$ cat src/rtl/mvm_pkg.sv
// Shared types and width helpers for the matrix-vector multiply engine.
package mvm_pkg;

  typedef enum logic [1:0] {IDLE, LOAD, LOADED, COMPUTE} state_t;

  // Index width for an n-entry structure; never below one bit.
  function automatic int addr_w(input int n);
    return (n > 1) ? $clog2(n) : 1;
  endfunction

  function automatic int acc_w(input int xw, input int aw, input int k);
    return xw + aw + $clog2(k);
  endfunction

endpackage

$ cat src/rtl/mvm_lane_mac.sv
// One lane multiply/accumulate: product extended per mode, summed into a running accumulator.
module mvm_lane_mac
  import mvm_pkg::*;
#(
  parameter int X_W   = 8,
  parameter int A_W   = 8,
  parameter int ACC_W = 18
) (
  input  logic                    clk,
  input  logic                    en,
  input  logic                    first,
  input  logic                    mode_signed,
  input  logic [X_W-1:0]          x,
  input  logic [A_W-1:0]          a,
  output logic signed [ACC_W-1:0] sum
);

  logic signed [ACC_W-1:0] acc_p2;

  // Extend both operands by one bit so a single signed multiply covers both modes.
  function automatic logic signed [ACC_W-1:0] ext_prod(input logic [X_W-1:0] xv,
                                                       input logic [A_W-1:0] av,
                                                       input logic sgn);
    logic signed [X_W:0]       xs;
    logic signed [A_W:0]       as_v;
    logic signed [X_W+A_W+1:0] p;
    xs   = {sgn & xv[X_W-1], xv};
    as_v = {sgn & av[A_W-1], av};
    p    = xs * as_v;
    return ACC_W'(p);
  endfunction

  assign sum = (first ? {ACC_W{1'b0}} : acc_p2) + ext_prod(x, a, mode_signed);

  always_ff @(posedge clk) begin
    if (en) acc_p2 <= sum;
  end

endmodule

$ cat src/rtl/mvm_engine.sv
// Matrix-vector multiply engine: streams X in, walks the coefficient ROM, writes one result row per K MACs.
module mvm_engine
  import mvm_pkg::*;
#(
  parameter int N_LANES = 4,
  parameter int K       = 4,
  parameter int ROWS    = 4,
  parameter int X_W     = 8,
  parameter int A_W     = 8,
  parameter int ACC_W   = acc_w(X_W, A_W, K)
) (
  input  logic                         clk,
  input  logic                         rst_n,
  input  logic                         load_en,
  input  logic                         x_valid,
  input  logic [X_W-1:0]               x_data,
  output logic                         x_ready,
  output logic                         xload_done,
  input  logic                         alu_en,
  input  logic                         mode_signed,
  output logic [addr_w(ROWS*K)-1:0]    coef_addr,
  input  logic [A_W-1:0]               coef_data,
  output logic                         busy,
  output logic                         alu_done,
  input  logic                         rd_en,
  // One extra bit so out-of-range rows can be requested and answered with zero.
  input  logic [addr_w(ROWS):0]        rd_addr,
  output logic                         rd_valid,
  output logic [N_LANES*ACC_W-1:0]     rd_data
);

  localparam int CA_W  = addr_w(ROWS*K);
  localparam int ROW_W = addr_w(ROWS);
  localparam int RA_W  = ROW_W + 1;
  localparam int KW    = addr_w(K);
  localparam int LW    = addr_w(N_LANES);
  localparam int RW    = N_LANES * ACC_W;

  localparam logic [KW-1:0]    K_LAST = KW'(K - 1);
  localparam logic [LW-1:0]    L_LAST = LW'(N_LANES - 1);
  localparam logic [ROW_W-1:0] R_LAST = ROW_W'(ROWS - 1);
  localparam logic [CA_W-1:0]  A_LAST = CA_W'(ROWS * K - 1);
  localparam logic [RA_W-1:0]  ROWS_A = RA_W'(ROWS);

  if (ACC_W < X_W + A_W + $clog2(K)) begin : g_acc_chk
    $error("mvm_engine: ACC_W too small for X_W+A_W+clog2(K)");
  end

  state_t           state;
  logic [KW-1:0]    ld_k;
  logic [LW-1:0]    ld_l;
  logic             start;
  logic             mode_q;

  logic             vld_p0;
  logic [KW-1:0]    k_cnt;
  logic [ROW_W-1:0] r_cnt;
  logic             vld_p1;
  logic [KW-1:0]    k_p1;
  logic [ROW_W-1:0] r_p1;
  logic             vld_p2;
  logic [ROW_W-1:0] wr_row_p2;
  logic [RW-1:0]    wr_data_p2;
  logic [RW-1:0]    sum_all;

  logic [X_W-1:0]   x_buf [K][N_LANES];
  logic [RW-1:0]    ram   [ROWS];
  logic [ROW_W-1:0] rd_row;

  assign rd_row = rd_addr[ROW_W-1:0];

  always_ff @(posedge clk or negedge rst_n) begin
    if (!rst_n) begin
      state      <= IDLE;
      x_ready    <= 1'b0;
      xload_done <= 1'b0;
      busy       <= 1'b0;
      alu_done   <= 1'b0;
      start      <= 1'b0;
      mode_q     <= 1'b0;
      ld_k       <= '0;
      ld_l       <= '0;
    end else begin
      xload_done <= 1'b0;
      alu_done   <= 1'b0;
      start      <= 1'b0;
      case (state)
        IDLE: begin
          if (load_en) begin
            state   <= LOAD;
            x_ready <= 1'b1;
            busy    <= 1'b1;
            ld_k    <= '0;
            ld_l    <= '0;
          end
        end
        LOAD: begin
          if (x_valid) begin
            if (ld_l == L_LAST) begin
              ld_l <= '0;
              if (ld_k == K_LAST) begin
                state      <= LOADED;
                x_ready    <= 1'b0;
                busy       <= 1'b0;
                xload_done <= 1'b1;
              end else begin
                ld_k <= ld_k + 1'b1;
              end
            end else begin
              ld_l <= ld_l + 1'b1;
            end
          end
        end
        LOADED: begin
          if (load_en) begin
            state   <= LOAD;
            x_ready <= 1'b1;
            busy    <= 1'b1;
            ld_k    <= '0;
            ld_l    <= '0;
          end else if (alu_en) begin
            state  <= COMPUTE;
            busy   <= 1'b1;
            mode_q <= mode_signed;
            start  <= 1'b1;
          end
        end
        COMPUTE: begin
          if (vld_p2 && (wr_row_p2 == R_LAST)) begin
            state    <= LOADED;
            busy     <= 1'b0;
            alu_done <= 1'b1;
          end
        end
        default: state <= IDLE;
      endcase
    end
  end

  always_ff @(posedge clk) begin
    if ((state == LOAD) && x_valid) x_buf[ld_k][ld_l] <= x_data;
  end

  // Stage p0: coefficient address issue, one per cycle, no bubbles
  always_ff @(posedge clk or negedge rst_n) begin
    if (!rst_n) begin
      vld_p0    <= 1'b0;
      coef_addr <= '0;
      k_cnt     <= '0;
      r_cnt     <= '0;
      vld_p1    <= 1'b0;
      k_p1      <= '0;
      r_p1      <= '0;
      vld_p2    <= 1'b0;
      wr_row_p2 <= '0;
    end else begin
      if (start) begin
        vld_p0    <= 1'b1;
        coef_addr <= '0;
        k_cnt     <= '0;
        r_cnt     <= '0;
      end else if (vld_p0) begin
        if (coef_addr == A_LAST) begin
          vld_p0 <= 1'b0;
        end else begin
          coef_addr <= coef_addr + 1'b1;
          if (k_cnt == K_LAST) begin
            k_cnt <= '0;
            r_cnt <= r_cnt + 1'b1;
          end else begin
            k_cnt <= k_cnt + 1'b1;
          end
        end
      end
      // Stage p1: ROM data arrives, lanes MAC
      vld_p1    <= vld_p0;
      k_p1      <= k_cnt;
      r_p1      <= r_cnt;
      // Stage p2: completed row waits one cycle in the write register
      vld_p2    <= vld_p1 && (k_p1 == K_LAST);
      wr_row_p2 <= r_p1;
    end
  end

  for (genvar l = 0; l < N_LANES; l++) begin : g_lane
    logic signed [ACC_W-1:0] lane_sum;
    mvm_lane_mac #(.X_W(X_W), .A_W(A_W), .ACC_W(ACC_W)) u_mac (
      .clk         (clk),
      .en          (vld_p1),
      .first       (k_p1 == '0),
      .mode_signed (mode_q),
      .x           (x_buf[k_p1][l]),
      .a           (coef_data),
      .sum         (lane_sum)
    );
    assign sum_all[l*ACC_W +: ACC_W] = lane_sum;
  end

  always_ff @(posedge clk) begin
    if (vld_p1 && (k_p1 == K_LAST)) wr_data_p2 <= sum_all;
  end

  always_ff @(posedge clk) begin
    if (vld_p2) ram[wr_row_p2] <= wr_data_p2;
  end

  // Registered read port; a read colliding with a write sees the old row.
  always_ff @(posedge clk or negedge rst_n) begin
    if (!rst_n) begin
      rd_valid <= 1'b0;
      rd_data  <= '0;
    end else begin
      rd_valid <= rd_en;
      if (rd_en) rd_data <= (rd_addr < ROWS_A) ? ram[rd_row] : '0;
    end
  end

endmodule

$ cat config.mk
export PLATFORM = sky130hd
export DESIGN_NAME = mvm_engine
export DESIGN_NICKNAME = d
export VERILOG_FILES = /design/src/rtl/mvm_pkg.sv /design/src/rtl/mvm_lane_mac.sv /design/src/rtl/mvm_engine.sv
export SDC_FILE = /design/constraint.sdc
export NUM_CORES = 2
export LEC_CHECK = 0
export ABC_AREA = 1
export CORE_MARGIN = 2
export CORE_UTILIZATION = 40
export DETAILED_ROUTE_END_ITERATION = 10
export GPL_TIMING_DRIVEN = 0
export RECOVER_POWER = 100
export SLEW_MARGIN = 10
export SYNTH_ARGS = -nofsm -noshare
export SYNTH_HDL_FRONTEND = slang
export SYNTH_SLANG_ARGS = --single-unit
$ cat constraint.sdc
create_clock -name clk -period 8.4 [get_ports clk]
set_clock_uncertainty 0.2 [all_clocks]
set_input_delay 1.68 -clock clk [delete_from_list [all_inputs] [get_ports clk]]
set_output_delay 1.68 -clock clk [all_outputs]
set_load 0.01 [all_outputs]
==> out/qor.yml <==
timing:
  setup_viol: 0
  finalSetupTns_ns: 0
  max_freq_mhz: 129
  maxSlewViolCount: 244
  layout_min_cycle_time_ns: 7.75
  tightest_slew_ns: 4.56
  finalCritPeriodShare_pct: 92.3
  rsz0062_at_grt: "no"
  finalHoldViolCount: 0
  hold_slack_ns: 0.146
  maxSlewHeadroom_pct: -204
routing:
  dr.max_layer_used: "met5"
  route.met3.wl_mm: 6.25
  post-route-drc-count: 0
  wl_per_cell_um: 17.6
  wl_met2_mm: 42.4
  initialDrtViolationCount: 2012
  wl_mm: 95.0
  drtAntennaViolNets: 0
  wirelength_met1_mm: 43.2
  via_count: 26500
  vias_per_cell: 4.91
  firstDrtPassIters: 5
worst_setup_path:
  cp_slowest_cell: "clkbuf_1"
  crit_start: "coef_data[1]"
  worstPathArrival_ns: 7.84
  r2r-start: "k_p1[1]$_DFF_PN0_"
  cp_common_cell: "nand2_1"
  required_ns: 8.49
  max_stage_delay_ns: 0.63
  reg2reg_depth: 20
  worstSetupEndpointType: "register"
  r2r_slack_ns: 1.47
  crit_type: "input port to register"
  worstSetupStartpointType: "input port"
  cp_cell_sequence: "dlygate4sd3_1 > clkbuf_1 > clkbuf_1 > nand2_1 > fa_1 > inv_1 > fa_1 > inv_1 > fa_1 > inv_1 > fa_1 > inv_1 > fa_1 > inv_1 > ha_1 > nand2_1 > nor2_1 > nand2_1 > nand3_1 > nand2_1 > nand2_1 > inv_1 > nand2_1 > nand2_1"
  r2r_end: "wr_data_p2[11]$_DFFE_PP_"
  crit_fanout: 10
die:
  dieWidth_um: 320
  io_pins: 107
  dieArea_sq_um: 102000
  fp.dieH_um: 320
  core_sq_um: 98600
  std_cell_rows: 115
  initial_core_util_pct: 40.5
global_route:
  antenna_found_initial: 10
  grt_usage_pct: 18.8
  grt_max_degree: 75
  grt-ovfl-total: 0
  grt_pass1_vias: 26200
  grt_pass1_wl_mm: 149
yosys:
  synthArstFlopShare_pct: 15.4
  synth_most_common_cell: "inv_1"
  ys_ff_latch: 662
  synth_edf_count: 560
  syn_area_sq_um: 39900
  synth_area_leaders: "edfxtp_1 42%, fa_1 16%, inv_1 7.0%"
  synth_ff_type: "edfxtp_1"
  netlist_instances: 3843
  synth_cell_types: 37
  ys_warn_count: 0
  yosysTopAreaCell: "edfxtp_1"
  ys_seq_area_share_pct: 48.6
  synth_common_cells: "746 x inv_1, 585 x nand2_1, 560 x edfxtp_1, 433 x nor2_1, 328 x fa_1"
  post_synth.cell_area_avg_sq_um: 10.4
  synth_nets: 4403
  synth_top_area_share_pct: 42.2
clock_tree:
  clock_latency_ns: 0.63
  postCtsHoldBufs: 0
  cts_root_buffer: "clkbuf_16"
  clk_pin_slew_ns: 0.06
  cts.sinks: 662
  cts_resized: 0
  cts_tree: "yes"
  htreeDepth: 3
  cts_made_buffers: 74
  clockBufferDepth: 3
  postCtsSetupBuffers: 0
cells_and_area:
  fin_util_pct: 45.7
  multi_input_area_sq_um: 17000
  finalInstanceArea_sq_um: 45100
  final_nets: 4599
  register_area_sq_um: 19400
  diodes: 0
  syn_to_final_growth_pct: 13.0
  drive_gt1_share_pct: 4.90
  fillerInstances: 9226
min_path:
  holdCritPathClass: "register to register"
  min_path_cells: 0
  hp-start: "r_p1[0]$_DFF_PN0_"
  whs_endpoint: "wr_row_p2[0]$_DFF_PN0_"
flow_run:
  drv_cap: 6
placement:
  place_area_sq_um: 42900
  gp_congestion: 0.859
  port_buffers: 99
  hpwl_mm: 71.9
run_status:
  violations: "capacitance limit, slew limit"
  status: "finished, violations left"
cells by family after synthesis:
family                     share of synthesized area (%)
and+or+nand+nor                                     12.9
buffers and inverters                               8.84
DFF                                                 48.6
adders and majority gates                           22.9
AOI/OAI and AO/OA                                   5.31
xor gates and xnor gates                            1.49
muxes                                             0.0282
per-stage QoR:
stage / std cells / worst slack (ns)
after global placement: 5229 / -2.82
final: 5388 / 0.649
after floorplan: 3843 / 1.91
after detailed placement: 5250 / 0.122
after global routing: 5388 / 0.393
after CTS: 5388 / 0.763
cells in the final DEF, fill, tap and decap left out, types with 10 or more instances in the layout:
master,n
a21oi_1,64
buf_1,11
buf_2,16
buf_4,10
clkbuf_1,120
clkbuf_16,75
clkbuf_8,10
clkinv_2,16
dfrtp_1,102
dlygate4sd3_1,94
edfxtp_1,560
fa_1,328
ha_1,206
inv_1,746
inv_2,36
nand2_1,588
nand2_2,10
nand3_1,214
nor2_1,433
o21ai_0,241
o22ai_1,72
xnor2_1,16
xor2_1,52
critical path: cells and delay by family:
family	cells	cell delay, ns
buf+inv	9	2.16
fa+ha+maj	6	2.87
simple gates	9	1.11
routing by layer:
layer | vias to the layer above | global-route usage (%)
li1 | 12600 | -
met1 | 12900 | 26.4
met2 | 762 | 29.5
met3 | 168 | 3.50
met4 | 16 | 6.22
met5 | - | 0
sequential cells by signal (all words and copies together), names as in the netlist, 2 cells and up:
register	flops
rd_data	72
ld_k	2
state	2
k_p1	2
k_cnt	2
ld_l	2
wr_data_p2	72
wr_row_p2	2
r_p1	2
ram	288
x_buf	128
r_cnt	2
coef_addr	4
g_lane.u_mac.acc_p2	72
final cells by class:
class                      count  share of cell area (%)
timing repair buffer         120                    2.36
inverter                     784                    6.53
tap                         1287                    3.57
sequential                   662                    43.0
buffer                       127                    1.27
multi-input combinational   2270                    37.7
clock buffer                  98                    4.58
clock inverter                40                    1.02
worst max-delay path by stage:
stage	to	slack [ns]	cells after the start
final	g_lane[1].u_mac.acc_p2[17]$_DFFE_PP_	0.65	24
after global routing	g_lane[1].u_mac.acc_p2[17]$_DFFE_PP_	0.39	24
after CTS	g_lane[1].u_mac.acc_p2[17]$_DFFE_PP_	0.76	24
after detailed placement	wr_data_p2[35]$_DFFE_PP_	0.12	24
after global placement	ram[0][69]$_DFFE_PP_	-2.82	1
after floorplan	g_lane[0].u_mac.acc_p2[17]$_DFFE_PP_	1.91	21
Power is left out: the tool's default activity adds up to more than one toggle a clock period on the data nets, which glitch-free logic cannot reach.
